## src/rtl/fb_bit_scanout.sv

```systemverilog
// Read side of a 1-bit framebuffer: follows LCD timing, fetches the image window in raster
// order and emits RGB565 pixels with vs/hs/de realigned to the 2-cycle read latency.
module fb_bit_scanout #(
    parameter int          IMG_W  = 320,
    parameter int          IMG_H  = 256,
    parameter int          X_OFF  = 240,
    parameter int          Y_OFF  = 112,
    parameter int          ADDR_W = 17,
    parameter logic [15:0] FG     = 16'hFFFF,
    parameter logic [15:0] BG     = 16'h0000,
    parameter logic [15:0] BORDER = 16'h001F,
    parameter int          CNT_W  = 12
) (
    input  logic              clk,
    input  logic              rst_n,
    input  logic              vs_in,
    input  logic              hs_in,
    input  logic              de_in,
    output logic [ADDR_W-1:0] fb_adb,
    output logic              fb_ceb,
    output logic              fb_oce,
    input  logic              fb_dout,
    output logic [15:0]       rgb_out,
    output logic              vs_out,
    output logic              hs_out,
    output logic              de_out,
    output logic              frame_done
);

    typedef enum logic [0:0] {
        WAIT_VS = 1'b0,
        ACTIVE  = 1'b1
    } state_e;

    localparam logic [ADDR_W-1:0] LAST_ADDR = ADDR_W'(IMG_W * IMG_H - 1);
    localparam logic [CNT_W-1:0]  X_LO      = CNT_W'(X_OFF);
    localparam logic [CNT_W-1:0]  X_HI      = CNT_W'(X_OFF + IMG_W - 1);
    localparam logic [CNT_W-1:0]  Y_LO      = CNT_W'(Y_OFF);
    localparam logic [CNT_W-1:0]  Y_HI      = CNT_W'(Y_OFF + IMG_H - 1);
    localparam logic [CNT_W-1:0]  CNT_MAX   = {CNT_W{1'b1}};

    state_e            state_q, state_d;
    logic              vs_q, de_q;
    logic [CNT_W-1:0]  x_cnt_q, x_cnt_d;
    logic [CNT_W-1:0]  y_cnt_q, y_cnt_d;
    logic [ADDR_W-1:0] addr_q, addr_d;
    logic              done_q, done_d;
    logic              frame_done_q;
    logic              win_d1_q, vs_d1_q, hs_d1_q, de_d1_q;
    logic [15:0]       rgb_q;
    logic              vs_out_q, hs_out_q, de_out_q;

    logic              vs_rise_s, de_fall_s, in_win_s, rd_s, last_rd_s;

    // Edge detection, window decode and next-state for the raster counters
    always_comb begin
        vs_rise_s = vs_in & ~vs_q;
        de_fall_s = ~de_in & de_q;
        in_win_s  = de_in
                    && (x_cnt_q >= X_LO) && (x_cnt_q <= X_HI)
                    && (y_cnt_q >= Y_LO) && (y_cnt_q <= Y_HI);
        rd_s      = in_win_s && (state_q == ACTIVE);
        // done_q keeps a saturated address from reporting the frame end twice
        last_rd_s = rd_s && (addr_q == LAST_ADDR) && !done_q;

        state_d = state_q;
        x_cnt_d = x_cnt_q;
        y_cnt_d = y_cnt_q;
        addr_d  = addr_q;
        done_d  = done_q;

        case (state_q)
            WAIT_VS: begin
                if (vs_rise_s) begin
                    state_d = ACTIVE;
                    x_cnt_d = {CNT_W{1'b0}};
                    y_cnt_d = {CNT_W{1'b0}};
                    addr_d  = {ADDR_W{1'b0}};
                    done_d  = 1'b0;
                end else begin
                    state_d = WAIT_VS;
                end
            end
            ACTIVE: begin
                state_d = ACTIVE;
                if (vs_rise_s) begin
                    x_cnt_d = {CNT_W{1'b0}};
                    y_cnt_d = {CNT_W{1'b0}};
                    addr_d  = {ADDR_W{1'b0}};
                    done_d  = 1'b0;
                end else begin
                    if (de_fall_s) begin
                        x_cnt_d = {CNT_W{1'b0}};
                    end else if (de_in && (x_cnt_q != CNT_MAX)) begin
                        x_cnt_d = x_cnt_q + {{(CNT_W-1){1'b0}}, 1'b1};
                    end else begin
                        x_cnt_d = x_cnt_q;
                    end

                    if (de_fall_s && (y_cnt_q != CNT_MAX)) begin
                        y_cnt_d = y_cnt_q + {{(CNT_W-1){1'b0}}, 1'b1};
                    end else begin
                        y_cnt_d = y_cnt_q;
                    end

                    if (rd_s && (addr_q != LAST_ADDR)) begin
                        addr_d = addr_q + {{(ADDR_W-1){1'b0}}, 1'b1};
                    end else begin
                        addr_d = addr_q;
                    end

                    if (last_rd_s) begin
                        done_d = 1'b1;
                    end else begin
                        done_d = done_q;
                    end
                end
            end
            default: begin
                state_d = WAIT_VS;
            end
        endcase
    end

    // Sync state, edge-detect history and raster/address counters
    always_ff @(posedge clk or negedge rst_n) begin
        if (!rst_n) begin
            state_q      <= WAIT_VS;
            vs_q         <= 1'b0;
            de_q         <= 1'b0;
            x_cnt_q      <= {CNT_W{1'b0}};
            y_cnt_q      <= {CNT_W{1'b0}};
            addr_q       <= {ADDR_W{1'b0}};
            done_q       <= 1'b0;
            frame_done_q <= 1'b0;
        end else begin
            state_q      <= state_d;
            vs_q         <= vs_in;
            de_q         <= de_in;
            x_cnt_q      <= x_cnt_d;
            y_cnt_q      <= y_cnt_d;
            addr_q       <= addr_d;
            done_q       <= done_d;
            frame_done_q <= last_rd_s;
        end
    end

    // Two-stage output pipeline matching the registered RAM read
    always_ff @(posedge clk or negedge rst_n) begin
        if (!rst_n) begin
            win_d1_q <= 1'b0;
            vs_d1_q  <= 1'b0;
            hs_d1_q  <= 1'b0;
            de_d1_q  <= 1'b0;
            rgb_q    <= 16'h0000;
            vs_out_q <= 1'b0;
            hs_out_q <= 1'b0;
            de_out_q <= 1'b0;
        end else begin
            win_d1_q <= rd_s;
            vs_d1_q  <= vs_in;
            hs_d1_q  <= hs_in;
            de_d1_q  <= de_in & (state_q == ACTIVE);
            rgb_q    <= win_d1_q ? (fb_dout ? FG : BG) : BORDER;
            vs_out_q <= vs_d1_q;
            hs_out_q <= hs_d1_q;
            de_out_q <= de_d1_q;
        end
    end

    assign fb_ceb     = rd_s;
    assign fb_adb     = addr_q;
    assign fb_oce     = 1'b1;
    assign rgb_out    = rgb_q;
    assign vs_out     = vs_out_q;
    assign hs_out     = hs_out_q;
    assign de_out     = de_out_q;
    assign frame_done = frame_done_q;

endmodule

```

## config.mk

```make
export PLATFORM = sky130hd
export DESIGN_NAME = fb_bit_scanout
export DESIGN_NICKNAME = d
export VERILOG_FILES = /design/src/rtl/fb_bit_scanout.sv
export SDC_FILE = /design/constraint.sdc
export NUM_CORES = 1
export LEC_CHECK = 0
export CORE_ASPECT_RATIO = 0.9
export CORE_MARGIN = 4
export CORE_UTILIZATION = 29
export CTS_CLUSTER_SIZE = 24
export DETAILED_ROUTE_END_ITERATION = 10
export DONT_BUFFER_PORTS = 1
export GPL_TIMING_DRIVEN = 0
export SYNTH_ARGS = -nofsm -noshare
export SYNTH_HDL_FRONTEND = slang
export SYNTH_SLANG_ARGS = --single-unit
```

## constraint.sdc

```tcl
create_clock -name clk -period 5.85 [get_ports clk]
set_input_delay 1.755 -clock clk [delete_from_list [all_inputs] [get_ports clk]]
set_output_delay 1.755 -clock clk [all_outputs]
set_load 0.05 [all_outputs]
```

==> results of run 1 <==
-- worst max-delay path, delay by kind of cell --
family	cells	cell delay, ns
and+or+nand+nor	3	0.49
buffers and inverters	3	0.49
-- sequential cells by signal, summed over array words and instances, names as in the netlist --
register / flops
vs_d1_q: 1
rgb_out: 2
hs_out: 1
hs_d1_q: 1
fb_adb: 17
de_d1_q: 1
win_d1_q: 1
de_out: 1
done_q: 1
x_cnt_q: 12
vs_out: 1
de_q: 1
frame_done: 1
y_cnt_q: 12
state_q: 1
-- through the flow --
stage                     utilization [%]  area (µm²)
final                                33.5        3300
after global routing                 33.5        3300
after CTS                            33.5        3300
after detailed placement             32.0        3160
after global placement               32.0        3160
after floorplan                         -        3000
-- metal layers --
layer  up-vias  wire length, µm  global-route usage [%]
li1       1121                -                       -
met1      1135             3220                    15.0
met2        61             2920                    17.5
met3         8              471                    3.66
met4         0               80                    3.27
met5         -                0                       0
-- power by group --
group	internal, mW	total, mW	switching [mW]	leakage [nW]
sequential	0.385	0.401	0.0155	0.723
clock	0.170	0.300	0.130	0.0739
combinational	0.0157	0.0416	0.0259	0.641
-- how the worst max path moves through the flow --
stage | startpoint | to | slack [ns] | cells past startpoint
floorplan | de_in | fb_ceb | 1.48 | 6
global placement | de_in | fb_ceb | 1.34 | 6
detailed placement | de_in | fb_ceb | 1.33 | 6
CTS | de_in | fb_ceb | 1.33 | 6
global route | de_in | fb_ceb | 1.26 | 6
finish | de_in | fb_ceb | 1.34 | 6
-- cell usage in the layout (no fill, tap or decap), types with 4 or more instances in the layout --
cell type  count
o31ai_1        8
nand2b_1       5
buf_4         16
clkbuf_1       6
nand3_1       17
clkbuf_16      5
xor2_1        12
o211ai_1       6
nor2_1        28
nand4_1        4
nand2_1       23
nor3_1         8
o21ai_0        7
ha_1           5
a41o_1         5
a31oi_1        8
or4_1          7
dfrtp_1       54
a21oi_1       13
inv_1          8
and3_1         6
-- cell type report --
cell class / instances / area, µm² / area share [%]
inverters: 9 / 33.8 / 1.02
multi-input cells: 217 / 1420 / 42.8
clock buffers: 7 / 143 / 4.32
clock inverters: 1 / 5.00 / 0.151
flip-flops and latches: 54 / 1350 / 40.9
well taps: 126 / 158 / 4.77
plain buffers: 27 / 199 / 6.02
-- cells by family after synthesis --
logic type / Yosys count / share of synthesized area (%)
AND/OR/NAND/NOR: 127 / 24.0
AO/OA/AOI/OAI: 68 / 16.0
flip-flops: 54 / 45.1
buffers and inverters: 36 / 7.76
XOR/XNOR: 15 / 4.63
adder cells (fa/ha/maj): 5 / 2.09
other: 1 / 0.125
multiplexers: 1 / 0.334
==> run summary, run 1 <==
status: completed
Layout Skew: 0.00573 ns
final hold violation count: 0
Vias per Instance: 5.27
Total GRT Usage: 11.3%
crit-path max FO: 11
reg2reg setup slack: 3.29 ns
PnR worst setup slack: 1.34 ns
area growth from synthesis to layout: 10.2%
yosys warns: 0
pin count of the biggest net entering global routing: 55
RSZ-0062 raised after global routing: false
via count: 2325
vias in the first global route: 2158
Crit. End Element: output pin
core area: 0.00987 mm²
Tot Pwr: 743 µW
Hold WS: 0.349 ns
Root Driver: clkbuf_16
CTS tree: done
Die Span X: 115 µm
Synth Register Bits: 54
die area: 0.0120 mm²
Die Y: 104 µm
cell count after placement: 433
fmax: 222 MHz
layout cell share with drive strength beyond 1: 13.3%
post-synth cell types: 63
max cap viols: 0
Setup Viol. Count Final: 0
CP startpoint kind: input pin
Peak VDD IR: 132 µV
Synth Net Count: 318
Worst-Margin Slew: 0.685 ns
Synth area leaders: dfrtp_1, buf_4, nor2_1
# H-tree levels: 2
Arrival @ worst endpoint: 2.76 ns
hold buffers post-CTS: 0
PD cells: 225 mW/mm²
Worst path slowest cell: buf_4
post-place setup slack: 1.33 ns
I/O Buffers: 0
min-delay src: de_d1_q
area share of the largest cell type after synthesis: 45.1%
clk slew on worst S/H paths: 0.06 ns
DR iter-0 viols: 189
period utilization: 77.1%
Critical Path, Cell by Cell: and4bb_1 > and3_2 > nand4_4 > buf_6 > inv_2 > buf_4
Cells after Synth: 307
area leader, netlist: dfrtp_1
slowest stage delay, CP: 0.25 ns
# rows: 34
Non-Filler Instances: 441
R2R Path Start: fb_adb[0]
total congestion overflow: 0
hold path endpoint: de_out
wire per inst: 15.2 µm
post-route setup TNS: 0 ns
CP Data Required Time: 4.09 ns
RD Place Congestion: 0.807
nets: 325
Detailed Route WL: 6690 µm
DRC: 0
Worst-Skew Late Latency: 0.29 ns
Layout fillers: 1011
clock sinks: 54
Lkg Pwr: 1.44 nW
Initial Utilization: 30.4%
min Tclk post-route: 4.51 ns
hold path cells: 0
Antenna Cells: 0
min-delay worst type: register to register
top_reg_cell synth: dfrtp_1
Post-synth EDFFs: 0
sequential area share after synthesis: 45.1%
path depth of the worst reg2reg path: 8
Reg-to-Reg End: fb_adb[10]
Cell Area, Synth: 0.00300 mm²
Syn Area/Cell: 9.77 µm²
Slew HR: 54.4%
FFs w/ async S/R, synth: 100%
first-pass GRT wire length: 11000 µm
Detail Placement HPWL: 4750 µm
most frequent cells after synthesis: dfrtp_1, nor2_1, nand2_1
total CTS buffers: 5
initial antenna violation count: 0
IO Pins: 45
post-cts resize count: 0
Max Slew Vio Count: 0
CTS max path bufs: 2
Setup Fix Bufs, Post-CTS: 0
kind of critical path: input pin to output pin
DR pass1 iterations: 5
most frequent cell after synthesis: dfrtp_1
Detail Route Antenna Nets: 0
Note: power is estimated with default switching activity, not from simulation.
==> run 2, diff against run 1 <==
Clock period 5.85 ns to 4 ns, I/O delays scaled along.
==> results of run 2 <==
The final DEF is identical to that of run 1. Status: completed.
Among the figures that moved: setup slack after placement 1.33 ns -> 0.593 ns; setup slack after layout 1.34 ns -> 0.598 ns; register-to-register setup slack 3.29 ns -> 1.44 ns; total power 0.743 mW -> 1.09 mW; worst IR drop on VDD 132 µV -> 193 µV
==> run 3, diff against run 2 <==
Settings changed: CORE_UTILIZATION 29 to 30.
==> run 3 against run 2 <==
Effect of this change:
- sequential share of layout area up 0.72 points
- combinational power about the same
- total power fell by 11%
- non-clock buffer count is the same
- clock-buffer cell count fell by 2
- utilization barely moved
- cell area is 1.7% lower
- global-route usage rose by 0.41 points
- worst setup slack got worse by 0.0043 ns
- clock skew up 0.020 ns
- hold slack improved by 0.0061 ns
==> run summary, run 3 (synthesis results as in run 1) <==
Area after DPL: 0.00316 mm² (unchanged)
I/O Buffers: 0 (unchanged)
RSZ-0062 raised after global routing: false
CTS tree: done
R2R Path Start: fb_adb[0]
RD Place Congestion: 0.780 (-3.3%)
path depth of the worst reg2reg path: 8 (unchanged)
Die Span X: 113 µm (-1.6%)
reg2reg setup slack: 1.46 ns
IO Pins: 45 (unchanged)
Hold WS: 0.355 ns (+0.00612 ns)
vias in the first global route: 2198 (+1.9%)
Reg-to-Reg End: fb_adb[10]
clk slew on worst S/H paths: 0.09 ns (+0.03 ns)
hold path endpoint: de_out
Max Slew Vio Count: 0 (unchanged)
CP Data Required Time: 2.80 ns
most frequent cells in the layout: dfrtp_1, nor2_1, nand2_1
initial antenna violation count: 0 (unchanged)
crit-path max FO: 11 (unchanged)
Detail Route Antenna Nets: 0 (unchanged)
Initial Utilization: 30.9% (+0.53 points)
Layout Skew: 0.0262 ns (+0.0204 ns)
post-cts resize count: 0 (unchanged)
post-route setup TNS: 0 ns (unchanged)
Detailed Route WL: 6670 µm (-0.33%)
CP startpoint kind: input pin
max cap viols: 0 (unchanged)
PnR worst setup slack: 0.593 ns
Met2 Wirelength: 2910 µm (-0.38%)
clock sinks: 54 (unchanged)
Setup Fix Bufs, Post-CTS: 0 (unchanged)
CTS max path bufs: 2 (unchanged)
hold path cells: 0 (unchanged)
Slew HR: 54.0% (-0.40 points)
min Tclk post-route: 3.41 ns
Peak VDD IR: 134 µV
Setup Viol. Count Final: 0 (unchanged)
kind of critical path: input pin to output pin
via count: 2289 (-1.5%)
final instance area: 0.00325 mm² (-1.7%)
period utilization: 85.2%
routed wl met3: 529 µm (+12%)
status: completed
hold buffers post-CTS: 0 (unchanged)
PD cells: 297 mW/mm²
total CTS buffers: 5 (unchanged)
wire per inst: 15.1 µm (-0.33%)
Arrival @ worst endpoint: 2.21 ns
first-pass GRT wire length: 11100 µm (+0.31%)
post-place setup slack: 0.598 ns
Total GRT Usage: 11.7% (+0.41 points)
Final Util: 33.5% (about the same)
Tot Pwr: 963 µW
Non-Filler Instances: 441 (unchanged)
most common cell after layout, fill and taps aside: dfrtp_1
fmax: 294 MHz
Root Driver: clkbuf_8
Antenna Cells: 0 (unchanged)
die area: 0.0117 mm² (-3.1%)
Lkg Pwr: 1.41 nW (-2.1%)
DRC: 0 (unchanged)
pin count of the biggest net entering global routing: 55 (unchanged)
Vias per Instance: 5.19 (-1.5%)
total congestion overflow: 0 (unchanged)
# H-tree levels: 2 (unchanged)
cell count after placement: 433 (unchanged)
top routing layer in use: met4
Detail Placement HPWL: 4690 µm (-1.3%)
layout cell share with drive strength beyond 1: 13.7% (+0.32 points)
min-delay src: de_d1_q
Crit. End Element: output pin
area growth from synthesis to layout: 8.26%
Worst-Margin Slew: 0.691 ns (+0.00593 ns)
M1 WL: 3160 µm (-1.8%)
nets: 325 (unchanged)
core area: 0.00970 mm² (-1.7%)
Layout fillers: 1000 (-1.1%)
Die Y: 103 µm (-1.6%)
min-delay worst type: register to register
Worst-Skew Late Latency: 0.32 ns (+0.03 ns)
max FFs per register: 17 (unchanged)
# rows: 34 (unchanged)
final hold violation count: 0 (unchanged)
DR pass1 iterations: 4 (-1)
DR iter-0 viols: 193 (+2.1%)
==> run 3: changes by cell type in the layout (fill, tap and decap cells not counted), sizes merged <==
cell and delta:
clkbuf -2, clkinv +1, clkinvlp +1
==> run 3: worst max-delay path by stage <==
stage / start / end
2_1_floorplan: de_in / fb_ceb
3_3_place_gp: de_in / fb_ceb
3_5_place_dp: de_in / fb_ceb
4_1_cts: de_in / fb_ceb
5_1_grt: de_in / fb_ceb
6_report: de_in / fb_ceb
==> run 3: critical path, stage by stage <==
cell and delay (ns):
and4bb_1 0.16, and3_2 0.18, nand4_4 0.16, buf_6 0.20
inv_2 0.05, buf_4 0.25
==> run 3: final cells by class <==
type	count	area, µm²	share of cell area (%)
Multi-Input combinational cell	217	1420	43.6
Sequential cell	54	1350	41.6
Buffer	27	199	6.13
Tap cell	126	158	4.86
Clock buffer	5	68.8	2.12
Inverter	9	33.8	1.04
Clock inverter	3	21.3	0.655
==> run 3: layer usage <==
layer  vias to the layer above  track usage, %
met5                         -               0
met4                         0            3.05
li1                       1119               -
met3                         7            3.70
met1                      1104            15.3
met2                        59            18.9
==> run 3: power breakdown <==
group	switching, mW	internal (mW)
sequential	0.0230	0.563
combinational	0.0377	0.0231
clock	0.193	0.124
total	0.254	0.710
